===== config.mk =====
export PLATFORM = sky130hd
export DESIGN_NAME = mul_scheduler
export DESIGN_NICKNAME = d
export VERILOG_FILES = /design/src/rtl/mul_scheduler.sv
export SDC_FILE = /design/constraint.sdc
export NUM_CORES = 1
export LEC_CHECK = 0
export ABC_AREA = 1
export ABC_CLOCK_PERIOD_IN_PS = 12800
export CORE_AREA = 2 2 152 154
export DETAILED_ROUTE_END_ITERATION = 10
export DIE_AREA = 0 0 154 156
export DONT_BUFFER_PORTS = 1
export GPL_TIMING_DRIVEN = 0
export HOLD_SLACK_MARGIN = 0.1
export PLACE_DENSITY = 0.52
export REMOVE_ABC_BUFFERS = 1
export SLEW_MARGIN = 20
export SYNTH_ARGS = -nofsm -noshare
export SYNTH_HDL_FRONTEND = slang
export SYNTH_SLANG_ARGS = --single-unit

===== constraint.sdc =====
create_clock -name clk -period 12.8 [get_ports clk]
set_input_delay 2.56 -clock clk [delete_from_list [all_inputs] [get_ports clk]]
set_output_delay 2.56 -clock clk [all_outputs]
set_load 0.05 [all_outputs]

===== src/rtl/mul_scheduler.sv =====
// Shares one sequential WIDTH x WIDTH multiplier between two requesters, with a RUN watchdog.
// Build option: define MUL_SCHED_FIXED_PRIO_EN for fixed priority (req0 wins ties) instead of round-robin.
module mul_scheduler #(
  parameter int WIDTH   = 32,
  parameter int TIMEOUT = 40
) (
  input  logic                 clk,
  input  logic                 reset,
  input  logic                 req0,
  input  logic [WIDTH-1:0]     a0,
  input  logic [WIDTH-1:0]     b0,
  output logic                 done0,
  output logic [2*WIDTH-1:0]   product0,
  input  logic                 req1,
  input  logic [WIDTH-1:0]     a1,
  input  logic [WIDTH-1:0]     b1,
  output logic                 done1,
  output logic [2*WIDTH-1:0]   product1,
  output logic                 err,
  output logic                 busy,
  output logic                 mul_load,
  output logic [WIDTH-1:0]     mul_a,
  output logic [WIDTH-1:0]     mul_b,
  output logic                 mul_run,
  input  logic                 mul_ready,
  input  logic [2*WIDTH-1:0]   mul_product
);

  localparam int WD_W = $clog2(TIMEOUT);
  localparam logic [WD_W-1:0] WD_LAST = WD_W'(TIMEOUT - 1);

  typedef enum logic [1:0] {IDLE, LOAD, RUN, DONE} state_t;

  state_t               state_reg, state_next;
  logic                 grant_reg, grant_next;
  logic [WD_W-1:0]      wd_reg, wd_next;
  logic [WIDTH-1:0]     op_a_reg, op_a_next;
  logic [WIDTH-1:0]     op_b_reg, op_b_next;
  logic [2*WIDTH-1:0]   product0_reg, product0_next;
  logic [2*WIDTH-1:0]   product1_reg, product1_next;
  logic                 err_reg, err_next;
  logic                 pick;

`ifdef MUL_SCHED_FIXED_PRIO_EN
  always_comb begin
    pick = req0 ? 1'b0 : 1'b1;
  end
`else
  logic last_grant_reg, last_grant_next;

  // On a tie, the requester that was not served last wins.
  always_comb begin
    if (req0 && req1) pick = ~last_grant_reg;
    else              pick = req0 ? 1'b0 : 1'b1;
  end

  always_ff @(posedge clk or posedge reset) begin
    if (reset) last_grant_reg <= 1'b1;
    else       last_grant_reg <= last_grant_next;
  end
`endif

  always_ff @(posedge clk or posedge reset) begin
    if (reset) begin
      state_reg    <= IDLE;
      grant_reg    <= 1'b0;
      wd_reg       <= '0;
      op_a_reg     <= '0;
      op_b_reg     <= '0;
      product0_reg <= '0;
      product1_reg <= '0;
      err_reg      <= 1'b0;
    end else begin
      state_reg    <= state_next;
      grant_reg    <= grant_next;
      wd_reg       <= wd_next;
      op_a_reg     <= op_a_next;
      op_b_reg     <= op_b_next;
      product0_reg <= product0_next;
      product1_reg <= product1_next;
      err_reg      <= err_next;
    end
  end

  always_comb begin
    state_next    = state_reg;
    grant_next    = grant_reg;
    wd_next       = wd_reg;
    op_a_next     = op_a_reg;
    op_b_next     = op_b_reg;
    product0_next = product0_reg;
    product1_next = product1_reg;
    err_next      = err_reg;
`ifndef MUL_SCHED_FIXED_PRIO_EN
    last_grant_next = last_grant_reg;
`endif
    mul_load = 1'b0;
    mul_run  = 1'b0;
    done0    = 1'b0;
    done1    = 1'b0;

    case (state_reg)
      IDLE: begin
        if (req0 || req1) begin
          grant_next = pick;
          op_a_next  = pick ? a1 : a0;
          op_b_next  = pick ? b1 : b0;
          state_next = LOAD;
        end
      end
      LOAD: begin
        mul_load   = 1'b1;
        wd_next    = '0;
        state_next = RUN;
      end
      RUN: begin
        mul_run = 1'b1;
        wd_next = wd_reg + 1'b1;
        // A ready seen on the expiry cycle still delivers a valid product.
        if (mul_ready) begin
          if (grant_reg) product1_next = mul_product;
          else           product0_next = mul_product;
          err_next   = 1'b0;
          state_next = DONE;
        end else if (wd_reg == WD_LAST) begin
          if (grant_reg) product1_next = '0;
          else           product0_next = '0;
          err_next   = 1'b1;
          state_next = DONE;
        end
      end
      DONE: begin
        done0      = ~grant_reg;
        done1      = grant_reg;
        wd_next    = '0;
`ifndef MUL_SCHED_FIXED_PRIO_EN
        last_grant_next = grant_reg;
`endif
        state_next = IDLE;
      end
      default: state_next = IDLE;
    endcase
  end

  assign busy     = (state_reg != IDLE);
  assign mul_a    = op_a_reg;
  assign mul_b    = op_b_reg;
  assign product0 = product0_reg;
  assign product1 = product1_reg;
  assign err      = err_reg;

endmodule


# Yosys cells after proc, flatten, opt, wreduce, memory -nomap -nowiden
# Index checks and enable logic that the tools add are counted.
totals:
  register_bits: 203
  latchBits: 0
  ramBits: 0
  mem_bits_ro: 0
  out_inout_bits: 198
  wordCells: 53
  mem_count: 0
op_classes:
  add_sub_neg: 1
  multipliers: 0
  n_div: 0
  order_cmp: 0
  eq_ne: 6
  n_shift: 0
  muxes: 23
  n_bitwise: 2
  reduce_logical: 12
ops:
  columns: ["cell", "n"]
  rows:
  - ["64-bit two-way mux", 8]
  - ["32-bit two-way mux", 2]
  - ["6-bit one-hot mux with 2 select lines", 1]
  - ["1-bit two-way mux", 8]
  - ["2-bit one-hot mux with 4 select lines", 1]
  - ["6-bit by 1-bit adder with 6-bit output, second input constant", 1]
  - ["6-bit equality test, second input constant", 1]
  - ["2-bit two-way mux", 3]
  - ["2-bit AND reduction", 3]
  - ["3-bit AND reduction", 2]
  - ["2-bit nonzero test", 3]
  - ["2-bit equality test, second input constant", 2]
  - ["3-bit inequality test, second input constant", 1]
  - ["2-bit by 1-bit equality test with 1-bit output, second input constant", 1]
  - ["2-bit logical NOT", 1]
  - ["2-bit inequality test, second input constant", 1]
  - ["1-bit inverter", 2]
  - ["2-bit OR reduction", 1]
  - ["1-bit logical AND", 1]
  - ["1-bit logical OR", 1]

# Logic depth before layout (Yosys ltp)
depth:
  word_depth: 4
  depth_mapped: 9
  ltp_nobuf: 9

# Least setup slack after synthesis
# No wires, ideal clock.
synth_timing:
  path_kind: "register to output"
  from: "reg grant_reg"
  to: "out done0"
  arrival_time_ps: 1354
  required_ps: 10240
  slack_ps: 8886
  stages_incl_launch_ff: 4
  cell_sequence: "dfrtp_1 buf_2 clkbuf_1 nor2_1"
synth_via:
  elab_chain_cells: 2
synth_rtl:
  columns: ["element", "line", "rtl"]
  rows:
  - ["start: declaration", "35", "logic grant_reg, grant_next;"]
  - ["start signal: assignment", "75", "grant_reg <= grant_next;"]
  - ["1-bit inverter (no line)", null, null]
  - ["1-bit two-way mux", "102", "case (state_reg)"]
  - ["end: declaration", "12", "output logic done0,"]
# Every way passes these cells.

# Worst setup path in the final report
# Ends and elaborated chain as after synthesis.

==> impl_results.md <==
- Syn avg cell area: ~8.8 um^2
- Post-synth cell types: 25
- RSZ-0062 raised after global routing: no
- Clk Tree Root Cell: clkbuf_16
- Worst skew pair latency: 0.51 ns
- I/O pin cnt: 395
- Critical path arrival: between 2 and 2.5 ns
- Slowest stage delay, CP: 0.72 ns
- Routability cong.: about 0.74
- Critical path launch point: grant_reg$_DFFE_PP0P_
- Crit. End Element: output port
- Die H: between 150 and 200 um
- Critical Path RT: between 10 and 15 ns
- Nets: approximately 1200
- Sequential share of the synthesized area: between 50% and 60%
- WL final: approximately 27 mm
- Hold Startpoint: last_grant_reg$_DFFE_PP1N_
- Reg2reg start: grant_reg$_DFFE_PP0P_
- CP max FO: 37
- Largest net degree at the start of global routing: between 100 and 150
- Logic pwr share: around 20%
- Antenna violations before repair: 1
- Clk buf depth: 3
- # fillers: between 2000 and 2500
- CP Class: register to output port
- Post-Synthesis Cells: 1000
- Vias in the first global route: around 6700
- WL per Instance: 21.4 um
- Post-DP HPWL: 17.5 mm
- Crit share post-route: 36.7%
- Min-delay worst type: register to register
- Fin Setup TNS: 0 ns
- Clock transition at path regs: about 0.06 ns
- DR vias: ~6900
- Share of cells above drive strength 1: 6.10%
- Internal power: 0.00162 W
- Slew Limit Headroom: 28.9%
- Reg-to-reg slack, setup: between 9 and 10 ns
- FF-to-FF path depth: 5
- CTS Buf Count: 24
- Critical-path top delay cell: nor2_1
- R2R Path End: product0[38]$_DFFE_PP0P_
- Post-route DRC: 0
- Maximum VDD drop: approximately 150 uV
- Area delta synth->final: 11.2%
- Final Cell Area: roughly 9800 um^2
- Post-cts repair resize count: 0
- Core Rows: 55
- Switching power: 0.00202 W
- Remaining Overflow, GRT: 0
- Pins Over Slew Limit: 0
- # clock sinks: ~200
- Antenna Violating Nets Remaining: 0
- Status: finished, final reports clean
- N_diodes: 0
- Instance area after placement: 8990 um^2
- Crit start category: register
- Post-route minimum period: approximately 4.7 ns
- Dominant cell type by area after synthesis: dfrtp_1
- Final setup fails: 0
- Worst-margin pin slew: about 1.1 ns
- Final hold viol count: 0
- H-tree depth: 1
- DRT iter0 DRCs: between 400 and 500
- Top cell type's share of synthesized area: a little under three fifths
- Sw Ratio: between 50% and 60%
- Synth warn: 0
- Vias per cell: ~5.5
- Max Cap Violations: 0
- Area of the core: between 20000 and 25000 um^2
- Leak: 4.75 nW
- Die Width: 154 um
- Global Route Usage Sum: 21.6%
- CP cell instances: buf_12 -> nor2_1
- Global-route wire length before repair: around 40 mm
- Pre-antenna DRT Iters: 4
- Hold_buf cts: 0
- IO buf count: 0
- Die ar.: around 24000 um^2
- Fmax: between 200 and 250 MHz
- TritonCTS clock tree: done
- Register share of total power: 60.3%
- Clock power share: 19.6%
- Initial Utilization: 39.5%
- CP Capture Point: done0
- Postcts setup bufs: 0
- Pwr/cell area: about 370 nW/um^2
- Synth area leaders: dfrtp_1 (57%), nand2_1 (17%), nand4_1 (9.1%)
- Clk_skew: 0.0138 ns
- Yosys reg bits: 203
- Area of the mapped netlist: just under 9000 um^2
==> cells by family after synthesis <==
group / synth area share (%)
and+or+nand+nor: 30.6
DFF: 57.5
buffers and inverters: 5.91
AOI/OAI and AO/OA: 4.97
adders and majority gates: 0.850
xor gates and xnor gates: 0.0992
==> power by group through the flow <==
stage	Sequential [W]	Combinational, W	Clock [W]
final	0.00219	0.000732	0.000713
after global routing	0.00223	0.000845	0.000759
after global placement	0.00223	0.000662	0
after CTS	0.00220	0.000743	0.000731
after detailed placement	0.00222	0.000743	0
after floorplan	0.00210	0.000525	0
==> area by class of cell <==
class / count / area [um^2] / area share [%]
flip-flops and latches: 203 / 5080 / 51.8
multi-input cells: 698 / 3260 / 33.2
clock buffers: 35 / 723 / 7.36
well taps: 285 / 357 / 3.63
repair buffers: 9 / 225 / 2.29
clock inverters: 6 / 108 / 1.10
inverters: 16 / 70.1 / 0.713
==> cell usage after synthesis <==
cell type,count
a21oi_1,3
a21oi_2,1
a31oi_1,64
and3_1,1
buf_1,5
buf_2,27
buf_4,7
buf_6,12
clkbuf_1,32
dfrtp_1,202
dfstp_2,1
ha_1,6
inv_1,14
inv_2,2
nand2_1,405
nand2_4,1
nand3_1,7
nand3_2,1
nand3_4,2
nand4_1,129
nor2_1,72
nor3_1,1
o21ai_0,3
or2_2,1
xnor2_1,1
==> worst min path at each step <==
stage | to | slack, ns | depth (start not counted)
after floorplan | last_grant_reg$_DFFE_PP1N_ | 0.46 | 2
after global placement | last_grant_reg$_DFFE_PP1N_ | 0.49 | 2
after detailed placement | last_grant_reg$_DFFE_PP1N_ | 0.49 | 2
after CTS | last_grant_reg$_DFFE_PP1N_ | 0.50 | 2
after global routing | last_grant_reg$_DFFE_PP1N_ | 0.53 | 2
final | last_grant_reg$_DFFE_PP1N_ | 0.49 | 2
==> cell usage in the layout, fill, tap and decap left out, types with 5 or more instances in the layout <==
| cell type | count |
|---|---|
| inv_1 | 13 |
| nand3_1 | 7 |
| nand4_1 | 129 |
| a31oi_1 | 64 |
| clkbuf_8 | 6 |
| nor2_1 | 72 |
| clkbuf_16 | 25 |
| nand2_1 | 404 |
| dfrtp_1 | 201 |
| ha_1 | 5 |
| buf_16 | 6 |
==> metal layers <==
metal	vias up	wire length, um	GRT usage (%)	part of all wire [%]
met5	-	0	0	0
met4	0	542	5.92	2.0
met3	35	2620	6.92	9.8
met2	312	13000	35.7	49
met1	3252	10500	27.4	39
li1	3268	-	-	-
==> critical path: cells and delay by family (launching register included) <==
| family | cells | cell delay (ns) |
|---|---|---|
| buf+inv | 1 | 0.26 |
| simple gates | 1 | 0.72 |
| flops | 1 | 0.64 |
==> stage by stage <==
step                      setup WS (ns)  power (W)  instances  util (%)  hold WS (ns)
after floorplan                    4.70    0.00262        917         -         0.459
after global placement             2.06    0.00289       1202      39.0         0.493
after detailed placement           8.26    0.00296       1211      40.2         0.491
after CTS                          8.05    0.00367       1252      43.9         0.499
after global routing               8.04    0.00383       1252      43.9         0.533
final                              8.10    0.00364       1252      43.9         0.494
(Power assumes the default switching activity.)
